### config.mk
export PLATFORM = sky130hd
export DESIGN_NAME = grid_ram_arbiter
export DESIGN_NICKNAME = d
export VERILOG_FILES = /design/src/rtl/grid_ram_arbiter_pkg.sv /design/src/rtl/grid_ram_arbiter_ram.sv /design/src/rtl/grid_ram_arbiter.sv
export SDC_FILE = /design/constraint.sdc
export NUM_CORES = 1
export LEC_CHECK = 0
export BUFFER_PORTS_ARGS = -buffer_cell sky130_fd_sc_hd__buf_2
export CORE_ASPECT_RATIO = 0.7
export CORE_MARGIN = 2
export CORE_UTILIZATION = 32
export CTS_BUF_LIST = sky130_fd_sc_hd__clkbuf_8
export CTS_CLUSTER_DIAMETER = 50
export DETAILED_ROUTE_END_ITERATION = 16
export PLACE_DENSITY_LB_ADDON = 0.12
export SLEW_MARGIN = 20
export SYNTH_ARGS = -nofsm -noshare
export SYNTH_HDL_FRONTEND = slang
export SYNTH_HIERARCHICAL = 1
export SYNTH_SLANG_ARGS = --single-unit
### constraint.sdc
create_clock -name clk -period 4.5 [get_ports clk]
set_input_delay 1.35 -clock clk [delete_from_list [all_inputs] [get_ports clk]]
set_output_delay 1.35 -clock clk [all_outputs]
set_load 0.005 [all_outputs]
### src/rtl/grid_ram_arbiter_pkg.sv
// ============================================================================
// Module : grid_ram_arbiter_pkg
// Brief  : Playfield dimensions, cell encodings and shared types.
// Rev    : 1.0
// ============================================================================
`default_nettype none

package grid_ram_arbiter_pkg;

    localparam int GRID_WIDTH     = 16;
    localparam int GRID_HEIGHT    = 12;
    localparam int BITS_PER_BLOCK = 2;

    localparam logic [BITS_PER_BLOCK-1:0] BLOCK_EMPTY = 2'd0;
    localparam logic [BITS_PER_BLOCK-1:0] BLOCK_WALL  = 2'd1;
    localparam logic [BITS_PER_BLOCK-1:0] BLOCK_SNAKE = 2'd2;
    localparam logic [BITS_PER_BLOCK-1:0] BLOCK_FOOD  = 2'd3;

    localparam logic [0:0] ST_IDLE  = 1'b0;
    localparam logic [0:0] ST_CLEAR = 1'b1;

    typedef enum logic [1:0] {
        OWN_NONE = 2'd0,
        OWN_VID  = 2'd1,
        OWN_CLR  = 2'd2,
        OWN_GAME = 2'd3
    } owner_t;

    function automatic logic is_border(input int x, input int y, input int gw, input int gh);
        return (x == 0) || (x == gw - 1) || (y == 0) || (y == gh - 1);
    endfunction

endpackage

`default_nettype wire

### src/rtl/grid_ram_arbiter_ram.sv
// ============================================================================
// Module : grid_ram
// Brief  : Single-port synchronous RAM, registered read, write-first.
// Rev    : 1.0
// ============================================================================
`default_nettype none

module grid_ram #(
    parameter int DEPTH = 192,
    parameter int AW    = 8,
    parameter int DW    = 2
) (
    input  logic          clk,
    input  logic          we,
    input  logic [AW-1:0] addr,
    input  logic [DW-1:0] wdata,
    output logic [DW-1:0] rdata
);

    logic [DW-1:0] r_mem [DEPTH];
    logic [DW-1:0] r_q;

    always_ff @(posedge clk) begin
        if (we) begin
            r_mem[addr] <= wdata;
            r_q         <= wdata;
        end else begin
            r_q         <= r_mem[addr];
        end
    end

    assign rdata = r_q;

endmodule

`default_nettype wire

### src/rtl/grid_ram_arbiter.sv
// ============================================================================
// Module : grid_ram_arbiter
// Brief  : Playfield cell store shared by VGA scanner, game engine and clear engine.
// Rev    : 1.0
// ============================================================================
`default_nettype none

module grid_ram_arbiter
    import grid_ram_arbiter_pkg::*;
#(
    parameter int GW  = GRID_WIDTH,
    parameter int GH  = GRID_HEIGHT,
    parameter int BPB = BITS_PER_BLOCK,
    parameter int XW  = 4,
    parameter int YW  = 4
) (
    input  logic           clk,
    input  logic           rst,
    input  logic           vid_req,
    input  logic [XW-1:0]  vid_x,
    input  logic [YW-1:0]  vid_y,
    output logic           vid_rvalid,
    output logic [BPB-1:0] vid_rdata,
    input  logic           game_req,
    input  logic           game_we,
    input  logic [XW-1:0]  game_x,
    input  logic [YW-1:0]  game_y,
    input  logic [BPB-1:0] game_wdata,
    output logic           game_gnt,
    output logic           game_rvalid,
    output logic [BPB-1:0] game_rdata,
    input  logic           clear_start,
    output logic           clear_busy,
    output logic           clear_done
);

    localparam int CELLS = GW * GH;
    localparam int AW    = (CELLS > 1) ? $clog2(CELLS) : 1;

    logic [0:0]     r_state;
    logic [XW-1:0]  r_clr_x;
    logic [YW-1:0]  r_clr_y;
    logic           r_vid_valid;
    logic           r_game_valid;
    logic           r_rd_oor;

    owner_t         w_owner;
    logic [XW-1:0]  w_x;
    logic [YW-1:0]  w_y;
    logic           w_we;
    logic [BPB-1:0] w_wdata;
    logic           w_oor;
    logic [AW-1:0]  w_addr;
    logic           w_ram_we;
    logic [BPB-1:0] w_ram_q;
    logic           w_clr_last;

    // Fixed priority: video never stalls, clear beats game, game only when idle.
    always_comb begin
        w_owner = OWN_NONE;
        if (vid_req) begin
            w_owner = OWN_VID;
        end else if (r_state == ST_CLEAR) begin
            w_owner = OWN_CLR;
        end else if (game_req) begin
            w_owner = OWN_GAME;
        end
    end

    always_comb begin
        w_x     = vid_x;
        w_y     = vid_y;
        w_we    = 1'b0;
        w_wdata = '0;
        case (w_owner)
            OWN_CLR: begin
                w_x     = r_clr_x;
                w_y     = r_clr_y;
                w_we    = 1'b1;
                w_wdata = is_border(int'(r_clr_x), int'(r_clr_y), GW, GH) ?
                          BPB'(BLOCK_WALL) : BPB'(BLOCK_EMPTY);
            end
            OWN_GAME: begin
                w_x     = game_x;
                w_y     = game_y;
                w_we    = game_we;
                w_wdata = game_wdata;
            end
            default: ;
        endcase
    end

    assign w_oor      = (int'(w_x) >= GW) || (int'(w_y) >= GH);
    assign w_addr     = w_oor ? '0 : AW'(int'(w_y) * GW + int'(w_x));
    // Reset holds the clear engine as owner; keep it from writing until released.
    assign w_ram_we   = w_we && !w_oor && !rst;
    assign w_clr_last = (r_clr_x == XW'(GW - 1)) && (r_clr_y == YW'(GH - 1));

    grid_ram #(
        .DEPTH (CELLS),
        .AW    (AW),
        .DW    (BPB)
    ) u_ram (
        .clk   (clk),
        .we    (w_ram_we),
        .addr  (w_addr),
        .wdata (w_wdata),
        .rdata (w_ram_q)
    );

    always_ff @(posedge clk or posedge rst) begin
        if (rst) begin
            r_state      <= ST_CLEAR;
            r_clr_x      <= '0;
            r_clr_y      <= '0;
            r_vid_valid  <= 1'b0;
            r_game_valid <= 1'b0;
            r_rd_oor     <= 1'b0;
        end else begin
            r_vid_valid  <= vid_req;
            r_game_valid <= (w_owner == OWN_GAME) && !game_we;
            r_rd_oor     <= w_oor;
            if (clear_start) begin
                r_state <= ST_CLEAR;
                r_clr_x <= '0;
                r_clr_y <= '0;
            end else if (w_owner == OWN_CLR) begin
                if (w_clr_last) begin
                    r_state <= ST_IDLE;
                    r_clr_x <= '0;
                    r_clr_y <= '0;
                end else if (r_clr_x == XW'(GW - 1)) begin
                    r_clr_x <= '0;
                    r_clr_y <= r_clr_y + 1'b1;
                end else begin
                    r_clr_x <= r_clr_x + 1'b1;
                end
            end
        end
    end

    assign vid_rvalid  = r_vid_valid;
    assign vid_rdata   = r_vid_valid ? (r_rd_oor ? BPB'(BLOCK_WALL) : w_ram_q) : '0;
    assign game_rvalid = r_game_valid;
    assign game_rdata  = r_game_valid ? (r_rd_oor ? BPB'(BLOCK_WALL) : w_ram_q) : '0;
    assign game_gnt    = (w_owner == OWN_GAME);
    assign clear_busy  = (r_state == ST_CLEAR);
    assign clear_done  = (w_owner == OWN_CLR) && w_clr_last && !clear_start;

endmodule

`default_nettype wire

# Word-level counts from Yosys, hierarchy flattened
# Memory sizes are Yosys's and may differ from the RTL's. A register that Yosys moved wholly into a read port is not among the register bits.
# Cells that the tools add are included.
[totals] reg_bits=12 ram_bits=384 elab_cells=62 memories=1
[mem_list] memory="u_ram.r_mem" words=192 width=2 read_ports=1 rd_clocked_by_memory_dff=1 write_ports=1 line_no="grid_ram_arbiter_ram.sv:20" text="logic [DW-1:0] r_mem [DEPTH];"
[classes] add_sub_neg=3 n_lt_le_gt_ge=1 n_eq_ne=6 muxes=25 n_reduce_logical=20
[op_table] operator="2-to-1 mux 4 bit" count=8
[op_table] operator="case mux 4 bit (2 select lines)" count=2
[op_table] operator="equality test 4 bit (second input constant)" count=3
[op_table] operator="2-to-1 mux 2 bit" count=6
[op_table] operator="adder 4 x 1 -> 4 bit (second input constant)" count=2
[op_table] operator="adder 8 x 4 -> 8 bit" count=1
[op_table] operator="logical NOT 4 bit" count=2
[op_table] operator="2-to-1 mux 8 bit" count=1
[op_table] operator="logical AND 1 bit" count=6
[op_table] operator="2-to-1 mux 1 bit" count=6
[op_table] operator="equality test 2 bit (second input constant)" count=2
[op_table] operator="equality test 4 x 1 -> 1 bit (second input constant)" count=1
[op_table] operator="greater-or-equal comparator 4 bit (second input constant)" count=1
[op_table] operator="logical NOT 1 bit" count=4
[op_table] operator="case mux 2 bit (2 select lines)" count=1
[op_table] operator="AND reduction 2 bit" count=2
[op_table] operator="nonzero test 2 bit" count=2
[op_table] operator="logical OR 1 bit" count=3
[op_table] operator="nonzero test 3 bit" count=1
[op_table] operator="case mux 1 bit (2 select lines)" count=1

# Depth between registers and ports, before layout
# Gate-level depths: netlist of run 1.
[depth] depth_word=11 depth_mapped=12 ltp_nobuf=8

# Cells and area by module
# Netlist of run 1, hierarchy kept.
[by_module_without_submodules] module="grid_ram" n_inst=1 cells_each=948 area_each_um2=16119.2 seq_area_each_um2=11691.2
[by_module_without_submodules] module="grid_ram_arbiter" n_inst=1 cells_each=121 area_each_um2=999.7 seq_area_each_um2=301.5

# Least setup slack after synthesis of run 1
# No wires, ideal clock.
[synth_timing] kind="input-to-reg" startpoint="in vid_req" endpoint="mem u_ram.r_mem[0][0], data pin" setup_time_ns=0.698 arrival_time_ns=4.277 required_ns=3.802 path_slack_ns=-0.476 path_stages=4 path_buffers=2 path_cell_list="nor2b_1 buf_6 buf_2 a22o_1"
[synth_between] elab_chain_cells=3 elab_cells_between_ends=4 classes_between="eq/ne (2); mux (2)"
[synth_rtl] item="start, declared" line_no="grid_ram_arbiter.sv:19" text="input logic vid_req,"
[synth_rtl] item="2-to-1 mux 2 bit (*)" line_no="grid_ram_arbiter.sv:61" text="if (vid_req) begin"
[synth_rtl] item="equality test 2 bit" line_no="grid_ram_arbiter.sv:75" text="case (w_owner)"
[synth_rtl] item="case mux 2 bit (2 select lines) (*)" line_no="grid_ram_arbiter.sv:75"
[synth_rtl] item="net w_wdata[0]" line_no="grid_ram_arbiter.sv:51" text="logic [BPB-1:0] w_wdata;"
[synth_rtl] item="end, declared" line_no="grid_ram_arbiter_ram.sv:20"
# Mark *: on every way through the listed nets, which the timed path passes. The rest lies on a longest branch.

==> results of run 1 <==
-- area by class of cell --
class                           instances  area, um^2  area share
Sequential cell                       404       12000      0.5979
Inverter                               11       41.29    0.002057
Clock buffer                           71       977.2     0.04869
Clock inverter                         46       203.9     0.01016
Multi-Input combinational cell        588        4787      0.2385
Tap cell                              684       855.8     0.04264
Timing Repair Buffer                  135        1205     0.06003
-- critical path: stages, from the launching register on --
cell	delay (ns)
sky130_fd_sc_hd__dfxtp_4	0.45
sky130_fd_sc_hd__buf_12	0.18
sky130_fd_sc_hd__buf_12	0.13
sky130_fd_sc_hd__mux4_2	0.51
sky130_fd_sc_hd__mux4_2	0.54
sky130_fd_sc_hd__nand3b_1	0.15
sky130_fd_sc_hd__nand4_1	0.27
sky130_fd_sc_hd__o211a_1	0.25
sky130_fd_sc_hd__and3b_1	0.17
sky130_fd_sc_hd__buf_2	0.12
-- placed cells by master, fill, tap and decap left out, types with 5 or more instances in the layout --
master and n:
sky130_fd_sc_hd__a221oi_1 7, sky130_fd_sc_hd__edfxtp_1 384, sky130_fd_sc_hd__nor4_1 5, sky130_fd_sc_hd__a22oi_2 6, sky130_fd_sc_hd__nand2_1 36, sky130_fd_sc_hd__buf_4 79, sky130_fd_sc_hd__nand3b_1 10, sky130_fd_sc_hd__clkbuf_8 71
sky130_fd_sc_hd__o21ai_0 5, sky130_fd_sc_hd__clkinv_1 12, sky130_fd_sc_hd__dfrtp_1 11, sky130_fd_sc_hd__a2111oi_0 5, sky130_fd_sc_hd__nor2b_1 29, sky130_fd_sc_hd__mux4_1 8, sky130_fd_sc_hd__a22oi_1 8, sky130_fd_sc_hd__dfxtp_1 6
sky130_fd_sc_hd__buf_6 5, sky130_fd_sc_hd__buf_12 16, sky130_fd_sc_hd__inv_1 35, sky130_fd_sc_hd__mux4_2 82, sky130_fd_sc_hd__buf_2 32, sky130_fd_sc_hd__nand3_1 36, sky130_fd_sc_hd__mux2i_1 17, sky130_fd_sc_hd__a21oi_1 23
sky130_fd_sc_hd__a211oi_1 9, sky130_fd_sc_hd__nor2_1 214, sky130_fd_sc_hd__nand4_1 13, sky130_fd_sc_hd__nand2b_1 16
-- synth_stat cells (3+ instances only) --
master and count:
sky130_fd_sc_hd__a2111oi_0 6, sky130_fd_sc_hd__mux4_1 9, sky130_fd_sc_hd__o211ai_1 3, sky130_fd_sc_hd__nand4_1 13, sky130_fd_sc_hd__and2_1 3, sky130_fd_sc_hd__clkbuf_1 36, sky130_fd_sc_hd__nor4_1 5, sky130_fd_sc_hd__nand2b_1 16
sky130_fd_sc_hd__nand2_1 36, sky130_fd_sc_hd__o21ai_0 5, sky130_fd_sc_hd__nor3_1 4, sky130_fd_sc_hd__buf_4 7, sky130_fd_sc_hd__o22ai_1 4, sky130_fd_sc_hd__mux2_2 4, sky130_fd_sc_hd__inv_1 11, sky130_fd_sc_hd__mux4_2 81
sky130_fd_sc_hd__dfrtp_1 11, sky130_fd_sc_hd__nor2_1 214, sky130_fd_sc_hd__mux2i_1 17, sky130_fd_sc_hd__nand3_1 36, sky130_fd_sc_hd__buf_1 3, sky130_fd_sc_hd__a221oi_1 7, sky130_fd_sc_hd__o311ai_0 3, sky130_fd_sc_hd__dfxtp_1 8
sky130_fd_sc_hd__edfxtp_1 384, sky130_fd_sc_hd__a211oi_1 9, sky130_fd_sc_hd__buf_2 15, sky130_fd_sc_hd__nor2b_1 29, sky130_fd_sc_hd__ha_1 4, sky130_fd_sc_hd__buf_6 3, sky130_fd_sc_hd__nand2_2 3, sky130_fd_sc_hd__a22oi_1 13
sky130_fd_sc_hd__nand3b_1 10, sky130_fd_sc_hd__a21oi_1 26
-- worst min-delay path by stage --
stage,endpoint,depth (start not counted)
2_1_floorplan,r_clr_x[3],1
3_3_place_gp,r_clr_x[3],1
3_5_place_dp,r_clr_x[3],1
4_1_cts,r_clr_x[3],1
5_1_grt,r_clr_x[3],1
6_report,r_clr_x[3],1
-- cell families (layout without fill, tap and decap cells) --
family          count (synthesis)  in the layout  synth area share
flops                         404            404            0.7006
simple gates                  377            377           0.09991
mux                           111            111            0.1329
compound gates                 94             94           0.03991
buf+inv                        77            263           0.02273
fa+ha+maj                       4              4          0.002924
xor+xnor                        2              2          0.001023
-- where the power goes --
group	switching (mW)	internal (mW)
Clock	1.50	1.46
Sequential	0.0182	4.09
Combinational	0.367	0.284
-- through the flow --
| step | area [um^2] | TNS [ns] |
|---|---|---|
| 3_3_place_gp | 18540 | 0 |
| 6_report | 20070 | -0.7396 |
| 5_1_grt | 20070 | -1.072 |
| 4_1_cts | 19930 | -0.8937 |
| 2_1_floorplan | 17120 | 0 |
| 3_5_place_dp | 18540 | 0 |
-- repair_timing --
item,4_1_cts,5_1_grt
resized for setup,10,12
endpoints found under the setup margin,4,4
gates cloned,1,0
pin swaps,5,7
buffers inserted,12,11
-- state kept, by name, summed over array words and instances (netlist names), named ones only --
signal       count
u_ram/r_mem    384
r_clr_x          4
r_clr_y          4
clear_busy       1
game_rvalid      1
r_rd_oor         1
vid_rvalid       1
-- routing by layer --
metal	vias to the layer above	global-route usage	part of all wire
li1	4460	-	-
met1	5414	0.2998	0.52
met2	325	0.2500	0.40
met3	81	0.03808	0.061
met4	0	0.04496	0.018
met5	-	0	0
==> run metrics, run 1 <==
status=complete, but fails checks; violations in the final reports=negative setup slack; number of routed nets with antenna violations=0; share of final-layout standard cells stronger than drive strength 1=0.2574; height of the die=197.5 um; data required time at the worst endpoint=3.15 ns; kind of critical path=reg -> out; number of buffers created by CTS=67; core outline area=52550 um^2; buffer levels on the longest clock path=3; Setup violations, final=4; pin count of the biggest net entering global routing=143; number of enable flip-flop cells after synthesis=384; total die area=55390 um^2; Worst-Margin Slew=0.7176 ns; Inserted Diodes=0; sequential share of the synthesized area=0.7006; number of slew-limit violations in the final report=0; initial standard-cell utilization of the core=0.3258; Max rail drop VDD=0.1984 mV; number of distinct library cells after synthesis=59; static leakage=6.698 nW; insertion delay of the later-clocked pin in the worst-skew pair=0.63 ns; total count of hold-check failures in the final report=0; number of iterations in the first detailed-routing pass=5; post-route clock period utilization=1.050; Max-slew headroom=0.5211; synthesized instance count=1069; number of core rows=70; number of register bits inferred by synthesis=404; total routing resource utilization after global routing=0.1857; highest fanout seen on the critical path=8; number of maximum-capacitance violations=0; overall die width=280.5 um; final net count=1235; Total Wirelength=50.15 mm; Max Clock Freq=0.2116 GHz; H-tree depth reported by CTS=3; CP startpoint kind=register; area share of the largest cell type after synthesis=0.6736; antenna violations before repair=5; worst-case setup slack after placement=0.1714 ns; Via density=5.302; top post-synthesis cells by area=sky130_fd_sc_hd__edfxtp_1 (67%), sky130_fd_sc_hd__mux4_2 (11%), sky130_fd_sc_hd__nor2_1 (4.7%); top_reg_cell synth=sky130_fd_sc_hd__edfxtp_1; wire length per cell=25.86 um; global placer's final weighted congestion=0.7955; total DRC errors in the routed layout=0; number of filler cells placed in the layout=4982; Tightest Hold Check Type=reg -> reg; clock tree from TritonCTS=yes; Data arrival, critical path=3.38 ns; fraction of registers with async set or reset after synthesis=0.02970; logic depth of the worst register-to-register path=10; post-layout power=7.724 mW; area growth from synthesis to layout=17.24%; HPWL Detailed=31.94 mm; Yosys warnings=6; hold buffer count at CTS=0; terminus of the critical flop-to-flop path=u_ram/r_mem[70][0]; startpoint of the most critical hold path=r_clr_x[3]; time the worst path needs with I/O delays and setup=4.726 ns; Remaining Overflow, GRT=0; Power Density=384.8 nW/um^2; first-iteration detailed-routing DRC count=1142; total via count in the routed design=10280; worst flop-to-flop path startpoint=clear_busy; count of clock tree sinks=404; Post-Route Utilization=0.3819; first-pass GRT wire length=73.76 mm; mapped cell area=17120 um^2; worst setup slack for register-to-register paths=1.18 ns; Post-Synthesis Net Count=1097; non-filler instance count after layout=1939; setup clock skew after layout=0.02095 ns; setup repair after global routing missed its margin=yes; clock transition at the registers of the reported paths=0.06 ns; placed instance count=1799; root buffer cell=sky130_fd_sc_hd__clkbuf_8; I/O pin cnt=33; dominant cell type by area after synthesis=sky130_fd_sc_hd__edfxtp_1; worst hold slack across all endpoints=0.6091 ns; quantity of I/O buffers inserted on ports=32; Avg Inst Size Synth=16.01 um^2; critical path capture point=game_rdata[1]; final worst-path setup slack=-0.2264 ns; number of global-route vias before repair=10490; CP Capture Type=primary output
Note: power is estimated with default switching activity, not from simulation.
==> run 2: changes to the inputs <==
--- a/config.mk
+++ b/config.mk
@@ -6,6 +6,8 @@
 export NUM_CORES = 1
 export LEC_CHECK = 0
 export BUFFER_PORTS_ARGS = -buffer_cell sky130_fd_sc_hd__buf_2
+export CELL_PAD_IN_SITES_DETAIL_PLACEMENT = 1
+export CELL_PAD_IN_SITES_GLOBAL_PLACEMENT = 2
 export CORE_ASPECT_RATIO = 0.7
 export CORE_MARGIN = 2
 export CORE_UTILIZATION = 32
==> run 2 against run 1 <==
Against the previous run:
- the flow still finishes with violations (negative setup slack)
- core utilization grew 0.31 points
- global-route usage is 1.1 points higher
- cell count barely moved
==> run metrics, run 2 (synthesis results as in run 1) <==
status=complete, but fails checks (unchanged); violations in the final reports=negative setup slack (unchanged); first-pass GRT wire length=77.36 mm (was 73.76 mm); highest-count cells in the layout ignoring fill and taps=sky130_fd_sc_hd__edfxtp_1 (384), sky130_fd_sc_hd__nor2_1 (214), sky130_fd_sc_hd__mux4_2 (83) (was sky130_fd_sc_hd__edfxtp_1 (384), sky130_fd_sc_hd__nor2_1 (214), sky130_fd_sc_hd__mux4_2 (82)); number of filler cells placed in the layout=5318 (was 4982); clock tree from TritonCTS=yes (unchanged); register containing the most flip-flops in the final layout=u_ram/r_mem (unchanged); most common library cell in the layout ignoring fill and taps=sky130_fd_sc_hd__edfxtp_1 (unchanged); quantity of I/O buffers inserted on ports=32 (unchanged); leading registers by flop count=u_ram/r_mem x384, r_clr_x x4, r_clr_y x4 (unchanged); number of core rows=70 (unchanged); highest fanout seen on the critical path=5 (was 8); HPWL Detailed=33.90 mm (was 31.94 mm); total via count in the routed design=10280 (about the same); first-iteration detailed-routing DRC count=904 (was 1142); share of final-layout standard cells stronger than drive strength 1=0.2627 (was 0.2574); CP Capture Type=primary output (unchanged); height of the die=197.5 um (unchanged); overall die width=280.5 um (unchanged); FF/Latch Area=12000 um^2 (unchanged); Worst-Margin Slew=0.9523 ns (was 0.7176 ns); Tightest Hold Check Type=reg -> reg (unchanged); number of iterations in the first detailed-routing pass=5 (unchanged); switching share of power=0.2433 (was 0.2441); Post-Route Utilization=0.3851 (was 0.3819); H-tree depth reported by CTS=3 (unchanged); reported net switching power=1.940 mW (was 1.885 mW); Clk network pwr share=0.400 (was 0.383); root buffer cell=sky130_fd_sc_hd__clkbuf_8 (unchanged); internal power of the cells=6.034 mW (was 5.838 mW); placed instance count=1800 (was 1799); final net count=1235 (unchanged); non-filler instance count after layout=1940 (was 1939); total DRC errors in the routed layout=0 (unchanged); area of the multi-input gates=4785 um^2 (was 4787 um^2); time the worst path needs with I/O delays and setup=4.687 ns (was 4.726 ns); antenna violations before repair=1 (was 5); post-route clock period utilization=1.042 (was 1.050); Max rail drop VDD=0.2092 mV (was 0.1984 mV); number of slew-limit violations in the final report=0 (unchanged); core outline area=52550 um^2 (unchanged); buffer levels on the longest clock path=3 (unchanged); startpoint of the most critical hold path=clear_busy (was r_clr_x[3]); Max-slew headroom=0.3638 (was 0.5211); count of clock tree sinks=404 (unchanged); Power Density=394.0 nW/um^2 (was 384.8 nW/um^2); Via density=5.296 (was 5.302); total die area=55390 um^2 (unchanged); setup repair after global routing missed its margin=yes (unchanged); kind of critical path=reg -> out (unchanged); total routing resource utilization after global routing=0.1965 (was 0.1857); Setup violations, final=4 (unchanged); Max Clock Freq=0.2133 GHz (was 0.2116 GHz); static leakage=6.758 nW (was 6.698 nW); number of global-route vias before repair=10730 (was 10490); number of routed nets with antenna violations=0 (unchanged); initial standard-cell utilization of the core=0.3258 (unchanged); Total Wirelength=53.42 mm (was 50.15 mm); clock transition at the registers of the reported paths=0.07 ns (was 0.06 ns); final worst-path setup slack=-0.1874 ns (was -0.2264 ns); total count of hold-check failures in the final report=0 (unchanged); global placer's final weighted congestion=0.7609 (was 0.7955); I/O pin cnt=33 (unchanged); pin count of the biggest net entering global routing=69 (was 143); setup clock skew after layout=0.03486 ns (was 0.02095 ns); number of maximum-capacitance violations=0 (unchanged); Remaining Overflow, GRT=0 (unchanged); insertion delay of the later-clocked pin in the worst-skew pair=0.63 ns (about the same); hold buffer count at CTS=0 (unchanged); Data arrival, critical path=3.34 ns (was 3.38 ns); data required time at the worst endpoint=3.15 ns (about the same); number of buffers created by CTS=67 (unchanged); part of the power in combinational logic=0.084 (about the same); area growth from synthesis to layout=18.21% (was 17.24%); sequential power share=0.516 (was 0.532); Inserted Diodes=0 (unchanged); total negative setup slack=-0.6972 ns (was -0.7396 ns); wire length per cell=27.53 um (was 25.86 um); CP startpoint kind=register (unchanged); Largest register FFs=384 (unchanged); worst flop-to-flop path startpoint=clear_busy (unchanged)
-- run 2: cell count changes in the layout (fill, tap and decap cells not counted), sizes merged --
cell | previous run | this run
clkbuf | 71 | 76
bufbuf | 1 | 2
clkinvlp | 3 | 1
clkinv | 17 | 19
bufinv | 0 | 2
inv | 37 | 32
buf | 134 | 132
-- run 2: layer usage --
metal,up-vias,wire [um],track usage
li1,4459,-,-
met1,5487,27660,0.3136
met2,264,21730,0.2670
met3,65,3131,0.04317
met4,0,890,0.04615
met5,-,0,0
-- run 2: path summary, 6_finish.rpt --
kind | endpoint | slack (ns) | cells past startpoint
max | vid_rdata[1] | -0.19 | 10
min | clear_busy | 0.64 | 2
max reg2reg | u_ram/r_mem[35][1] | 1.14 | 10
min reg2reg | clear_busy | 0.64 | 2
max in group asynchronous | r_clr_x[3] | 3.32 | 2
min in group asynchronous | r_clr_x[1] | 0.81 | 2
-- run 2: final cells by class --
cell class	instances	area share
multi-input cells	588	0.2364
well taps	684	0.04229
clock buffers	75	0.05101
flip-flops and latches	404	0.5930
inverters	11	0.002040
clock inverters	43	0.01187
repair buffers	135	0.06332
-- run 2: critical path, cell delays in order (launching register included) --
cell,delay (ns)
sky130_fd_sc_hd__dfxtp_4,0.41
sky130_fd_sc_hd__buf_12,0.15
sky130_fd_sc_hd__clkbuf_16,0.15
sky130_fd_sc_hd__mux4_2,0.48
sky130_fd_sc_hd__mux2i_1,0.45
sky130_fd_sc_hd__a221oi_1,0.22
sky130_fd_sc_hd__o21ai_0,0.17
sky130_fd_sc_hd__o311ai_0,0.19
sky130_fd_sc_hd__o211a_1,0.21
sky130_fd_sc_hd__and3b_1,0.17
sky130_fd_sc_hd__buf_2,0.12
-- run 2: power groups by stage --
stage	clock [mW]	combinational, mW	sequential, mW
detailed placement	0	0.579	4.21
finish	3.19	0.669	4.11
floorplan	0	0.360	4.18
CTS	3.29	0.657	4.12
global placement	0	0.578	4.21
global route	3.44	0.712	4.11
-- run 2: what timing repair did --
action                     4_1_cts  5_1_grt
resized for setup               13        7
gates cloned                     3        1
buffers inserted                15        4
hold endpoints to repair         0        0
pin swaps                        1        8
setup endpoints to repair        4        4
-- run 2: stage by stage --
| step | total power, mW | instance area (um^2) | hold WS (ns) | setup WS, ns |
|---|---|---|---|---|
| finish | 7.974 | 20240 | 0.6372 | -0.1874 |
| global route | 8.263 | 20240 | 0.6930 | -0.2587 |
| CTS | 8.067 | 20160 | 0.6318 | -0.2201 |
| detailed placement | 4.787 | 18580 | 0.6223 | 0.1902 |
| global placement | 4.786 | 18580 | 0.6113 | 0.2094 |
| floorplan | 4.540 | 17120 | 0.5186 | 0.8548 |
==> run 3: changes to the inputs <==
--- a/config.mk
+++ b/config.mk
@@ -5,6 +5,7 @@
 export SDC_FILE = /design/constraint.sdc
 export NUM_CORES = 1
 export LEC_CHECK = 0
+export ABC_AREA = 1
 export BUFFER_PORTS_ARGS = -buffer_cell sky130_fd_sc_hd__buf_2
 export CELL_PAD_IN_SITES_DETAIL_PLACEMENT = 1
 export CELL_PAD_IN_SITES_GLOBAL_PLACEMENT = 2
==> run 3 against run 2 <==
Against the previous run:
- the flow now finishes without violations
- area after synthesis rose by 3.0%
- cell count rose by 32%
- critical path depth rose by 7
- register-to-register slack got worse by 0.05 ns
==> run metrics, run 3 <==
static leakage=7.284 nW (was 6.758 nW); most common library cell in the layout ignoring fill and taps=sky130_fd_sc_hd__nand2_1 (was sky130_fd_sc_hd__edfxtp_1); initial standard-cell utilization of the core=0.3260 (was 0.3258); Setup violations, final=0 (was 4); total count of hold-check failures in the final report=0 (unchanged); highest-count cells in the layout ignoring fill and taps=sky130_fd_sc_hd__nand2_1 (489), sky130_fd_sc_hd__edfxtp_1 (384), sky130_fd_sc_hd__nand3_1 (313) (was sky130_fd_sc_hd__edfxtp_1 (384), sky130_fd_sc_hd__nor2_1 (214), sky130_fd_sc_hd__mux4_2 (83)); top_reg_cell synth=sky130_fd_sc_hd__edfxtp_1 (unchanged); count of clock tree sinks=404 (unchanged); number of buffers created by CTS=69 (was 67); worst flop-to-flop path startpoint=clear_busy (unchanged); synthesized instance count=1708 (was 1069); number of routed nets with antenna violations=0 (unchanged); hold buffer count at CTS=0 (unchanged); non-filler instance count after layout=2568 (was 1940); clock transition at the registers of the reported paths=0.06 ns (was 0.07 ns); final worst-path setup slack=0.1570 ns (was -0.1874 ns); height of the die=200.4 um (was 197.5 um); number of distinct library cells after synthesis=31 (was 59); overall die width=284.6 um (was 280.5 um); number of enable flip-flop cells after synthesis=384 (unchanged); I/O pin cnt=33 (unchanged); data required time at the worst endpoint=3.15 ns (about the same); core outline area=54100 um^2 (was 52550 um^2); number of filler cells placed in the layout=6017 (was 5318); total via count in the routed design=12940 (was 10280); total DRC errors in the routed layout=0 (unchanged); CP Capture Type=primary output (unchanged); total die area=57030 um^2 (was 55390 um^2); kind of critical path=reg -> out (unchanged); placed instance count=2423 (was 1800); status=completed (was complete, but fails checks); Post-Synthesis Net Count=1736 (was 1097); Largest register FFs=384 (unchanged); share of final-layout standard cells stronger than drive strength 1=0.1241 (was 0.2627); number of core rows=71 (was 70); setup clock skew after layout=0.02978 ns (was 0.03486 ns); CP startpoint kind=register (unchanged); Max Clock Freq=0.2303 GHz (was 0.2133 GHz); antenna violations before repair=3 (was 1); insertion delay of the later-clocked pin in the worst-skew pair=0.65 ns (was 0.63 ns); clock tree from TritonCTS=yes (unchanged); internal power of the cells=6.007 mW (was 6.034 mW); root buffer cell=sky130_fd_sc_hd__clkbuf_8 (unchanged); Avg Inst Size Synth=10.33 um^2 (was 16.01 um^2); Max-slew headroom=0.3669 (was 0.3638); mapped cell area=17640 um^2 (was 17120 um^2); Yosys warnings=6 (unchanged); top cells by instance count after synthesis=sky130_fd_sc_hd__nand2_1 (492), sky130_fd_sc_hd__edfxtp_1 (384), sky130_fd_sc_hd__nand3_1 (318), sky130_fd_sc_hd__nor2_1 (235), sky130_fd_sc_hd__inv_1 (58) (was sky130_fd_sc_hd__edfxtp_1 (384), sky130_fd_sc_hd__nor2_1 (214), sky130_fd_sc_hd__mux4_2 (81)); worst hold slack across all endpoints=0.5366 ns (was 0.6372 ns); Via density=5.038 (was 5.296); Clk network pwr share=0.372 (was 0.400); Tightest Hold Check Type=reg -> reg (unchanged); area growth from synthesis to layout=16.64% (was 18.21%); time the worst path needs with I/O delays and setup=4.343 ns (was 4.687 ns); top post-synthesis cells by area=sky130_fd_sc_hd__edfxtp_1 (65%), sky130_fd_sc_hd__nand2_1 (10%), sky130_fd_sc_hd__nand3_1 (9.0%) (was sky130_fd_sc_hd__edfxtp_1 (67%), sky130_fd_sc_hd__mux4_2 (11%), sky130_fd_sc_hd__nor2_1 (4.7%)); pin count of the biggest net entering global routing=97 (was 69); number of register bits inferred by synthesis=404 (unchanged); number of maximum-capacitance violations=0 (unchanged); Remaining Overflow, GRT=0 (unchanged); number of global-route vias before repair=13260 (was 10730); reported net switching power=2.293 mW (was 1.940 mW); sequential share of the synthesized area=0.6800 (was 0.7006); area share of the largest cell type after synthesis=0.6538 (was 0.6736); sequential power share=0.502 (was 0.516); worst-case setup slack after placement=0.1541 ns (was 0.1902 ns); Data arrival, critical path=2.99 ns (was 3.34 ns); part of the power in combinational logic=0.126 (was 0.084); fraction of registers with async set or reset after synthesis=0.02970 (unchanged); number of iterations in the first detailed-routing pass=5 (unchanged); Worst-Margin Slew=0.9496 ns (was 0.9523 ns); Max rail drop VDD=0.2176 mV (was 0.2092 mV); buffer levels on the longest clock path=3 (unchanged); wire length per cell=22.87 um (was 27.53 um); dominant cell type by area after synthesis=sky130_fd_sc_hd__edfxtp_1 (unchanged); number of slew-limit violations in the final report=0 (unchanged); quantity of I/O buffers inserted on ports=32 (unchanged); leading registers by flop count=u_ram/r_mem x384, r_clr_x x4, r_clr_y x4 (unchanged); final net count=1813 (was 1235); HPWL Detailed=34.59 mm (was 33.90 mm); most used standard cell by instance count after synthesis=sky130_fd_sc_hd__nand2_1 (was sky130_fd_sc_hd__edfxtp_1); highest fanout seen on the critical path=9 (was 5); Total Wirelength=58.74 mm (was 53.42 mm); total routing resource utilization after global routing=0.2025 (was 0.1965); register containing the most flip-flops in the final layout=u_ram/r_mem (unchanged); startpoint of the most critical hold path=clear_busy (unchanged); global placer's final weighted congestion=0.7472 (was 0.7609); switching share of power=0.2763 (was 0.2433); post-route clock period utilization=0.9651 (was 1.042); H-tree depth reported by CTS=3 (unchanged); first-iteration detailed-routing DRC count=941 (was 904); first-pass GRT wire length=85.96 mm (was 77.36 mm); Power Density=403.5 nW/um^2 (was 394.0 nW/um^2)
-- run 3: cell types whose count changed after synthesis, moves of 12 or more --
| cell | delta |
|---|---|
| sky130_fd_sc_hd__a21oi_1 | +21 |
| sky130_fd_sc_hd__inv_1 | +47 |
| sky130_fd_sc_hd__buf_2 | +35 |
| sky130_fd_sc_hd__mux4_2 | -81 |
| sky130_fd_sc_hd__mux2i_1 | -17 |
| sky130_fd_sc_hd__nand3_1 | +282 |
| sky130_fd_sc_hd__o31ai_1 | +12 |
| sky130_fd_sc_hd__nor2b_1 | -29 |
| sky130_fd_sc_hd__a22oi_1 | -13 |
| sky130_fd_sc_hd__nor2_1 | +21 |
| sky130_fd_sc_hd__nand2b_1 | -16 |
| sky130_fd_sc_hd__nand2_1 | +456 |
-- run 3: through the flow --
step                setup TNS (ns)  utilization  power, mW  cell area, um^2
finish                           0       0.3802      8.301            20570
global route             -0.004116       0.3802      8.660            20570
CTS                              0       0.3745      8.350            20260
detailed placement               0       0.3478      5.174            18820
global placement                 0       0.3478      5.171            18820
floorplan                        0            -      4.795            17650
-- run 3: worst paths after layout --
path                                        to  slack, ns  cells after the start
setup / recovery                  vid_rdata[0]       0.16                     17
hold / removal                      clear_busy       0.54                      2
setup reg to reg           u_ram/r_mem[147][1]       1.09                     12
hold reg to reg                     clear_busy       0.54                      2
max in group asynchronous           clear_busy       3.38                      2
min in group asynchronous           vid_rvalid       0.75                      2
-- run 3: cell families after synthesis --
| family | after synthesis | share of synthesized area |
|---|---|---|
| buf+inv | 162 | 0.03959 |
| xor+xnor | 1 | 0.0004967 |
| flops | 404 | 0.6800 |
| compound gates | 69 | 0.02143 |
| simple gates | 1068 | 0.2556 |
| fa+ha+maj | 4 | 0.002838 |
-- run 3: power groups by stage --
stage	Combinational [mW]	Clock [mW]	Sequential, mW
3_5_place_dp	0.926	0	4.25
3_3_place_gp	0.925	0	4.25
2_1_floorplan	0.554	0	4.24
6_report	1.04	3.09	4.17
4_1_cts	0.979	3.20	4.17
5_1_grt	1.15	3.35	4.17
-- run 3: critical path, stage by stage, from the launching register on --
cell and delay, ns:
sky130_fd_sc_hd__dfxtp_4 0.37, sky130_fd_sc_hd__clkbuf_8 0.18, sky130_fd_sc_hd__buf_12 0.14, sky130_fd_sc_hd__buf_4 0.17
sky130_fd_sc_hd__inv_6 0.14, sky130_fd_sc_hd__nand2_1 0.07, sky130_fd_sc_hd__nand3_1 0.07, sky130_fd_sc_hd__nand3_1 0.08
sky130_fd_sc_hd__nand3_1 0.12, sky130_fd_sc_hd__nand3_1 0.14, sky130_fd_sc_hd__nand2_1 0.10, sky130_fd_sc_hd__nand2_1 0.05
sky130_fd_sc_hd__nand3_1 0.10, sky130_fd_sc_hd__nand3_2 0.14, sky130_fd_sc_hd__nand2_4 0.13, sky130_fd_sc_hd__inv_1 0.07
sky130_fd_sc_hd__a21oi_1 0.14, sky130_fd_sc_hd__buf_2 0.13
-- run 3: layout make-up --
class | count | area [um^2] | share of cell area
well taps | 730 | 913.4 | 0.04440
inverters | 67 | 280.3 | 0.01363
clock buffers | 73 | 1005 | 0.04884
repair inverters | 2 | 25.02 | 0.001217
repair buffers | 99 | 1071 | 0.05207
flip-flops and latches | 404 | 12000 | 0.5835
multi-input cells | 1142 | 5035 | 0.2448
clock inverters | 50 | 236.5 | 0.01150
diodes | 1 | 2.502 | 0.0001217
-- run 3: what timing repair did --
action | 4_1_cts | 5_1_grt
gates cloned | 3 | 6
pin swaps | 0 | 2
setup buffers | 3 | 10
setup endpoints to repair | 4 | 4
gates resized for setup | 18 | 19
-- run 3: routing by layer --
| layer | vias up | GRT usage | part of all wire |
|---|---|---|---|
| met3 | 86 | 0.03784 | 0.053 |
| li1 | 6014 | - | - |
| met1 | 6515 | 0.3085 | 0.51 |
| met2 | 319 | 0.2926 | 0.42 |
| met4 | 4 | 0.05489 | 0.019 |
| met5 | - | 0 | 0.00061 |
